File: src/rtl/arith_pkg.sv
// Shared encodings for the sequential arithmetic unit.
package arith_pkg;

  localparam int unsigned DEF_WIDTH = 16;

  typedef enum logic [1:0] {
    ARITH_ADD = 2'b00,
    ARITH_SUB = 2'b01,
    ARITH_MUL = 2'b10,
    ARITH_DIV = 2'b11
  } arith_op_e;

  typedef enum logic [1:0] {
    ST_IDLE = 2'b00,
    ST_DIV  = 2'b01,
    ST_FIN  = 2'b10
  } arith_state_e;

endpackage

File: src/rtl/arith_unit_seq_if.sv
// Operand/result bus between the ALU top-level and the arithmetic unit.
interface arith_unit_seq_if
  import arith_pkg::*;
#(
  parameter int unsigned WIDTH = DEF_WIDTH
) ();

  logic [WIDTH-1:0]   A;
  logic [WIDTH-1:0]   B;
  logic [3:0]         ALU_FUN;
  logic               arth_enable;
  logic               busy;
  logic               arth_flag;
  logic               carry_out;
  logic               overflow;
  logic               div_zero;
  logic [2*WIDTH-1:0] Arthmtic_out;
  logic [WIDTH-1:0]   remainder;

  modport master (
    output A, B, ALU_FUN, arth_enable,
    input  busy, arth_flag, carry_out, overflow, div_zero, Arthmtic_out, remainder
  );

  modport slave (
    input  A, B, ALU_FUN, arth_enable,
    output busy, arth_flag, carry_out, overflow, div_zero, Arthmtic_out, remainder
  );

endinterface

File: src/rtl/seq_divider_u.sv
// Unsigned restoring divider, one quotient bit per clock.
// done_o is high during the final iteration; quotient/remainder are valid after that edge.
module seq_divider_u #(
  parameter int unsigned WIDTH = 16
) (
  input  logic             clk_i,
  input  logic             rst_ni,
  input  logic             start_i,
  input  logic [WIDTH-1:0] dividend_i,
  input  logic [WIDTH-1:0] divisor_i,
  output logic             done_o,
  output logic [WIDTH-1:0] quotient_o,
  output logic [WIDTH-1:0] remainder_o
);

  localparam int unsigned CntW = $clog2(WIDTH + 1);

  logic [WIDTH-1:0] quo_q, rem_q, dvs_q;
  logic [CntW-1:0]  cnt_q;
  logic             run_q;
  logic [WIDTH:0]   rem_shift, trial;

  // Trial subtraction of the divisor from the shifted partial remainder.
  always_comb begin
    rem_shift = {rem_q, quo_q[WIDTH-1]};
    trial     = rem_shift - {1'b0, dvs_q};
  end

  assign done_o      = run_q && (cnt_q == CntW'(1));
  assign quotient_o  = quo_q;
  assign remainder_o = rem_q;

  // Load on start, then shift in one quotient bit per cycle.
  always_ff @(posedge clk_i or negedge rst_ni) begin
    if (!rst_ni) begin
      quo_q <= '0;
      rem_q <= '0;
      dvs_q <= '0;
      cnt_q <= '0;
      run_q <= 1'b0;
    end else if (start_i) begin
      quo_q <= dividend_i;
      rem_q <= '0;
      dvs_q <= divisor_i;
      cnt_q <= CntW'(WIDTH);
      run_q <= 1'b1;
    end else if (run_q) begin
      // A set top bit of trial means the subtraction borrowed: restore.
      if (!trial[WIDTH]) begin
        rem_q <= trial[WIDTH-1:0];
        quo_q <= {quo_q[WIDTH-2:0], 1'b1};
      end else begin
        rem_q <= rem_shift[WIDTH-1:0];
        quo_q <= {quo_q[WIDTH-2:0], 1'b0};
      end
      cnt_q <= cnt_q - CntW'(1);
      if (cnt_q == CntW'(1)) run_q <= 1'b0;
    end
  end

endmodule

File: src/rtl/arith_unit_seq.sv
// Signed add/sub/mul (one cycle) and iterative signed divide with remainder,
// busy/done handshake, overflow and divide-by-zero flags.
module arith_unit_seq
  import arith_pkg::*;
#(
  parameter int unsigned WIDTH = DEF_WIDTH
) (
  input logic             clock,
  input logic             rest,
  arith_unit_seq_if.slave bus
);

  localparam int unsigned MSB = WIDTH - 1;
  localparam int unsigned W2  = 2 * WIDTH;

  arith_state_e     state_q;
  arith_op_e        op_q;
  arith_op_e        op_in;
  logic [WIDTH-1:0] a_q, b_q;
  logic             pend_q;
  logic             busy_q, flag_q, carry_q, ovf_q, dz_q;
  logic [W2-1:0]    out_q;
  logic [WIDTH-1:0] rem_q;

  logic             accept, div_start;
  logic [WIDTH-1:0] a_mag_in, b_mag_in;
  logic             div_done;
  logic [WIDTH-1:0] div_quo, div_rem;

  logic [WIDTH:0]   sum_ext, dif_ext;
  logic [W2-1:0]    prod;
  logic [W2-1:0]    sc_out;
  logic [WIDTH-1:0] sc_rem;
  logic             sc_c, sc_v, sc_z;
  logic [W2-1:0]    q_ext, div_out;
  logic [WIDTH-1:0] rem_fin;
  logic             div_ovf;

  // Upper function bits select other ALU units and are not decoded here.
  logic unused_fun;
  assign unused_fun = ^bus.ALU_FUN[3:2];

  assign op_in     = arith_op_e'(bus.ALU_FUN[1:0]);
  assign accept    = (state_q == ST_IDLE) && bus.arth_enable;
  assign div_start = accept && (op_in == ARITH_DIV) && (bus.B != '0);

  // Unsigned WIDTH-bit negation covers |MIN| = 2^(WIDTH-1) exactly.
  assign a_mag_in = bus.A[MSB] ? -bus.A : bus.A;
  assign b_mag_in = bus.B[MSB] ? -bus.B : bus.B;

  seq_divider_u #(
    .WIDTH(WIDTH)
  ) u_div (
    .clk_i      (clock),
    .rst_ni     (rest),
    .start_i    (div_start),
    .dividend_i (a_mag_in),
    .divisor_i  (b_mag_in),
    .done_o     (div_done),
    .quotient_o (div_quo),
    .remainder_o(div_rem)
  );

  // Single-cycle results from the operands captured at accept.
  always_comb begin
    sum_ext = {1'b0, a_q} + {1'b0, b_q};
    dif_ext = {1'b0, a_q} - {1'b0, b_q};
    prod    = $signed({{WIDTH{a_q[MSB]}}, a_q}) * $signed({{WIDTH{b_q[MSB]}}, b_q});
    sc_out  = '0;
    sc_rem  = '0;
    sc_c    = 1'b0;
    sc_v    = 1'b0;
    sc_z    = 1'b0;
    unique case (op_q)
      ARITH_ADD: begin
        sc_out = {{WIDTH{sum_ext[MSB]}}, sum_ext[MSB:0]};
        sc_c   = sum_ext[WIDTH];
        sc_v   = (a_q[MSB] == b_q[MSB]) && (sum_ext[MSB] != a_q[MSB]);
      end
      ARITH_SUB: begin
        sc_out = {{WIDTH{dif_ext[MSB]}}, dif_ext[MSB:0]};
        sc_c   = dif_ext[WIDTH];
        sc_v   = (a_q[MSB] != b_q[MSB]) && (dif_ext[MSB] != a_q[MSB]);
      end
      ARITH_MUL: sc_out = prod;
      // Only a zero divisor takes the single-cycle path for divide.
      ARITH_DIV: begin
        sc_rem = a_q;
        sc_z   = 1'b1;
      end
      default: ;
    endcase
  end

  // Sign correction of the unsigned divider result.
  always_comb begin
    q_ext   = {{WIDTH{1'b0}}, div_quo};
    div_out = (a_q[MSB] ^ b_q[MSB]) ? -q_ext : q_ext;
    rem_fin = a_q[MSB] ? -div_rem : div_rem;
    div_ovf = (a_q == {1'b1, {MSB{1'b0}}}) && (&b_q);
  end

  // Control FSM with operand capture and registered outputs.
  always_ff @(posedge clock or negedge rest) begin
    if (!rest) begin
      state_q <= ST_IDLE;
      op_q    <= ARITH_ADD;
      a_q     <= '0;
      b_q     <= '0;
      pend_q  <= 1'b0;
      busy_q  <= 1'b0;
      flag_q  <= 1'b0;
      carry_q <= 1'b0;
      ovf_q   <= 1'b0;
      dz_q    <= 1'b0;
      out_q   <= '0;
      rem_q   <= '0;
    end else begin
      flag_q <= 1'b0;
      pend_q <= accept && !div_start;
      if (accept) begin
        a_q  <= bus.A;
        b_q  <= bus.B;
        op_q <= op_in;
      end
      if (pend_q) begin
        out_q   <= sc_out;
        rem_q   <= sc_rem;
        carry_q <= sc_c;
        ovf_q   <= sc_v;
        dz_q    <= sc_z;
        flag_q  <= 1'b1;
      end
      unique case (state_q)
        ST_IDLE: begin
          if (div_start) begin
            state_q <= ST_DIV;
            busy_q  <= 1'b1;
          end
        end
        ST_DIV: begin
          if (div_done) state_q <= ST_FIN;
        end
        ST_FIN: begin
          state_q <= ST_IDLE;
          busy_q  <= 1'b0;
          out_q   <= div_out;
          rem_q   <= rem_fin;
          carry_q <= 1'b0;
          ovf_q   <= div_ovf;
          dz_q    <= 1'b0;
          flag_q  <= 1'b1;
        end
        default: begin
          state_q <= ST_IDLE;
          busy_q  <= 1'b0;
        end
      endcase
    end
  end

  assign bus.busy         = busy_q;
  assign bus.arth_flag    = flag_q;
  assign bus.carry_out    = carry_q;
  assign bus.overflow     = ovf_q;
  assign bus.div_zero     = dz_q;
  assign bus.Arthmtic_out = out_q;
  assign bus.remainder    = rem_q;

endmodule

File: src/flat_wrapper.sv
// flat-port wrapper written by rule: the top's interface ports become plain ports
module arith_unit_seq_flat import arith_pkg::*;
#(
  parameter int unsigned WIDTH = DEF_WIDTH
)
  (clock, rest, bus_A, bus_B, bus_ALU_FUN, bus_arth_enable, bus_busy, bus_arth_flag, bus_carry_out, bus_overflow, bus_div_zero, bus_Arthmtic_out, bus_remainder);
  arith_unit_seq_if #(.WIDTH(WIDTH)) bus_i ();
  input logic clock;
  input logic rest;
  input wire logic [$bits(bus_i.A)-1:0] bus_A;
  input wire logic [$bits(bus_i.B)-1:0] bus_B;
  input wire logic [$bits(bus_i.ALU_FUN)-1:0] bus_ALU_FUN;
  input wire logic [$bits(bus_i.arth_enable)-1:0] bus_arth_enable;
  output wire logic [$bits(bus_i.busy)-1:0] bus_busy;
  output wire logic [$bits(bus_i.arth_flag)-1:0] bus_arth_flag;
  output wire logic [$bits(bus_i.carry_out)-1:0] bus_carry_out;
  output wire logic [$bits(bus_i.overflow)-1:0] bus_overflow;
  output wire logic [$bits(bus_i.div_zero)-1:0] bus_div_zero;
  output wire logic [$bits(bus_i.Arthmtic_out)-1:0] bus_Arthmtic_out;
  output wire logic [$bits(bus_i.remainder)-1:0] bus_remainder;
  assign bus_i.A = bus_A;
  assign bus_i.B = bus_B;
  assign bus_i.ALU_FUN = bus_ALU_FUN;
  assign bus_i.arth_enable = bus_arth_enable;
  assign bus_busy = bus_i.busy;
  assign bus_arth_flag = bus_i.arth_flag;
  assign bus_carry_out = bus_i.carry_out;
  assign bus_overflow = bus_i.overflow;
  assign bus_div_zero = bus_i.div_zero;
  assign bus_Arthmtic_out = bus_i.Arthmtic_out;
  assign bus_remainder = bus_i.remainder;
  arith_unit_seq #(.WIDTH(WIDTH)) u_core (.clock(clock), .rest(rest), .bus(bus_i));
endmodule
File: config.mk
export PLATFORM = sky130hd
export DESIGN_NAME = arith_unit_seq_flat
export DESIGN_NICKNAME = d
export VERILOG_FILES = /design/src/rtl/arith_pkg.sv /design/src/rtl/arith_unit_seq_if.sv /design/src/rtl/seq_divider_u.sv /design/src/rtl/arith_unit_seq.sv /design/src/flat_wrapper.sv
export SDC_FILE = /design/constraint.sdc
export NUM_CORES = 1
export LEC_CHECK = 0
export BUFFER_PORTS_ARGS = -buffer_cell sky130_fd_sc_hd__buf_2
export CORE_UTILIZATION = 55
export CTS_CLUSTER_DIAMETER = 120
export DETAILED_ROUTE_END_ITERATION = 6
export GPL_TIMING_DRIVEN = 0
export PLACE_DENSITY_LB_ADDON = 0.25
export SETUP_SLACK_MARGIN = 0.5
export SYNTH_ARGS = -nofsm -noshare
export SYNTH_HDL_FRONTEND = slang
export SYNTH_SLANG_ARGS = --single-unit
export TNS_END_PERCENT = 20
File: constraint.sdc
create_clock -name clock -period 8.6 [get_ports clock]
set_clock_uncertainty 0.1 [all_clocks]
set_input_delay 0.86 -clock clock [delete_from_list [all_inputs] [get_ports clock]]
set_output_delay 0.86 -clock clock [all_outputs]
set_load 0.01 [all_outputs]
==> flow_summary.yaml <==
yosys:
  synth_edf_count: 0
  syn-mean-instance-area_um2: 8.88
  ys_types: 71
  netlist_instances: 2190
  synth_top_cell_area_share: 0.273
  yosysMostFrequentCell: "inv_1"
  yosysSeqAreaShare: 0.185
  ys_ff_latch: 144
  synth_area_leaders: "fa_1 27%, dfrtp_1 19%, ha_1 8.9%, inv_1 7.4%, nand2_1 4.4%"
  synth_nets: 2632
  ys.flop_type: "dfrtp_1"
  synthTopCellsByCount: "385 x inv_1, 265 x fa_1, 230 x nand2_1, 144 x dfrtp_1, 138 x ha_1"
  async_reset_ff_frac: 1.00
  mappedNetlistArea_mm2: 0.0194
  yosysWarnings: 0
  yosysTopAreaCell: "fa_1"
critical_path:
  cp-startpoint: "u_core.a_q[15]"
  required_ps: 8870
  end_kind: "register"
  critPathSlowestCell: "fa_1"
  cp_max_fo: 10
  crit_family: "adder cells"
  cp.arrival_ps: 8150
  crit_path_max_incr_delay_ps: 920
  critPathKind: "register to register"
  critPathBufInv: 5
  r2r_start: "u_core.a_q[15]"
  cp-start-kind: "register"
  crit_top_cell: "fa_1"
  crit_chain: "buf_1 > buf_1 > nand2_1 > inv_1 > fa_1 > fa_1 > fa_1 > fa_1 > fa_1 > inv_1 > fa_1 > inv_1 > ha_1 > a21oi_1 > o21bai_1 > a221oi_1 > a21oi_1 > nor2_1 > o41ai_2 > a31oi_1 > or4b_1 > nand3_1"
clocking:
  cts_setup_buffers: 0
  cts.sinks: 144
  clock_tree.root_cell: "clkbuf_16"
  cts_buffers: 17
  cts_htree_levels: 4
  cts_resized: 0
  path_clk_slew_ps: 70
  postCtsHoldBufs: 0
  clock_latency_ps: 440
  cts.path.max_buffers: 2
  tritoncts: "yes"
detailed_routing:
  routed_wl_um: 59100
  via_per_inst: 5.90
  dr.pass1.iters: 7
  ant_nets: 0
  num_vias: 16300
  route.detailed.drc: 0
  wl_per_cell_um: 21.3
  drt_iter0_drc: 1287
finish:
  final_nets: 2741
  layout-drive-gt1-share: 0.0766
  syn_to_final_growth_pct: 8.49
die:
  initial_core_util: 0.561
  rows: 68
  dieArea_mm2: 0.0361
  die_w_um: 190
  coreArea_mm2: 0.0346
  die_y_um: 190
  ioPinCount: 92
grt:
  antenna_found_initial: 1
  grt_overflow: 0
  grt_max_degree: 92
  grt_pass1_vias: 17000
  grt_pass1_wl_um: 93600
  grtUsageTotal: 0.346
sta:
  finalSetupViolations: 0
  period_share: 0.917
  hold_viol_final: 0
  min_period_ps: 7880
  slew_violations: 0
  tightest_slew_ps: 1160
  fmax_mhz: 127
  hold_ws_ps: 250
  slew_headroom: 0.224
  finalSetupTns_ps: 0
  rsz0062_at_grt: "true"
placement:
  post-dp-hpwl_um: 47300
  io_buffers: 89
  place_congestion: 1.02
job:
  maxCapViolCount: 0
run_status:
  status: "completed"
hold_path:
  hold_class: "input port to async pin"
## sequential cells by signal, indices dropped and copies added, names as in the netlist, 5 cells and up
name and count:
u_core.bus.remainder 16, u_core.u_div.dvs_q 16, u_core.bus.Arthmtic_out 32, u_core.u_div.remainder_o 16, u_core.b_q 16, u_core.u_div.quotient_o 16
u_core.u_div.cnt_q 5, u_core.a_q 16
## metrics by stage
stage | setup WS, ps | util | instances | instance area (um2)
after floorplan | 1910 | - | 2190 | 19400
after global placement | 727 | 0.591 | 2734 | 20500
after detailed placement | 639 | 0.592 | 2735 | 20500
final | 717 | 0.609 | 2769 | 21100
after global routing | 347 | 0.609 | 2767 | 21100
after CTS | 618 | 0.609 | 2767 | 21100
## cell type report
type / instances / area, um2
Clock inverter: 14 / 145
Sequential cell: 144 / 3600
Inverter: 385 / 1450
Fill cell: 3028 / 13500
Buffer: 94 / 410
Antenna cell: 2 / 5.00
Clock buffer: 18 / 439
Timing Repair Buffer: 90 / 479
Tap cell: 455 / 569
Multi-Input combinational cell: 1567 / 14000
## placed cells by master, fill, tap and decap left out, types with 29 or more instances in the layout
cell	instances
a21oi_1	98
mux2i_1	35
xnor2_1	85
nor2_1	99
buf_2	92
inv_1	385
nand2_1	230
clkbuf_1	78
ha_1	138
nor3_1	29
fa_1	265
and2_1	104
dfrtp_1	144
o21ai_0	129
## metal layers
layer	part of all wire	GRT usage	wire [um]	up-vias
li1	-	-	-	7311
met1	0.39	0.436	22900	8132
met2	0.47	0.571	28000	745
met3	0.084	0.0611	4990	149
met4	0.054	0.177	3210	0
met5	0	0	0	-
## logic make-up after synthesis
family	count (synthesis)	share of synthesized area
muxes	53	0.0284
and+or+nand+nor	573	0.141
adders and majority gates	403	0.362
buffers and inverters	479	0.0951
AOI/OAI and AO/OA	426	0.138
DFF	144	0.185
xor gates and xnor gates	112	0.0505
## worst reg2reg max path: cells and delay by family, from the launching register on
family,cells,cell delay (ps)
AOI/OAI and AO/OA,6,1230
and+or+nand+nor,4,870
buffers and inverters,5,1340
DFF,1,460
adders and majority gates,7,3810
## final timing paths
kind	end	depth (start not counted)	slack (ps)
setup / recovery	u_core.bus.Arthmtic_out[29]	22	720
hold / removal	u_core.bus.Arthmtic_out[20]	1	250
setup reg to reg	u_core.bus.Arthmtic_out[29]	22	720
hold reg to reg	u_core.bus.div_zero	1	380
max in group asynchronous	u_core.u_div.quotient_o[13]	2	7260
min in group clock	u_core.bus.div_zero	1	380
Power is left out: the tool's default activity adds up to more than one toggle a clock period on the data nets, which glitch-free logic cannot reach.
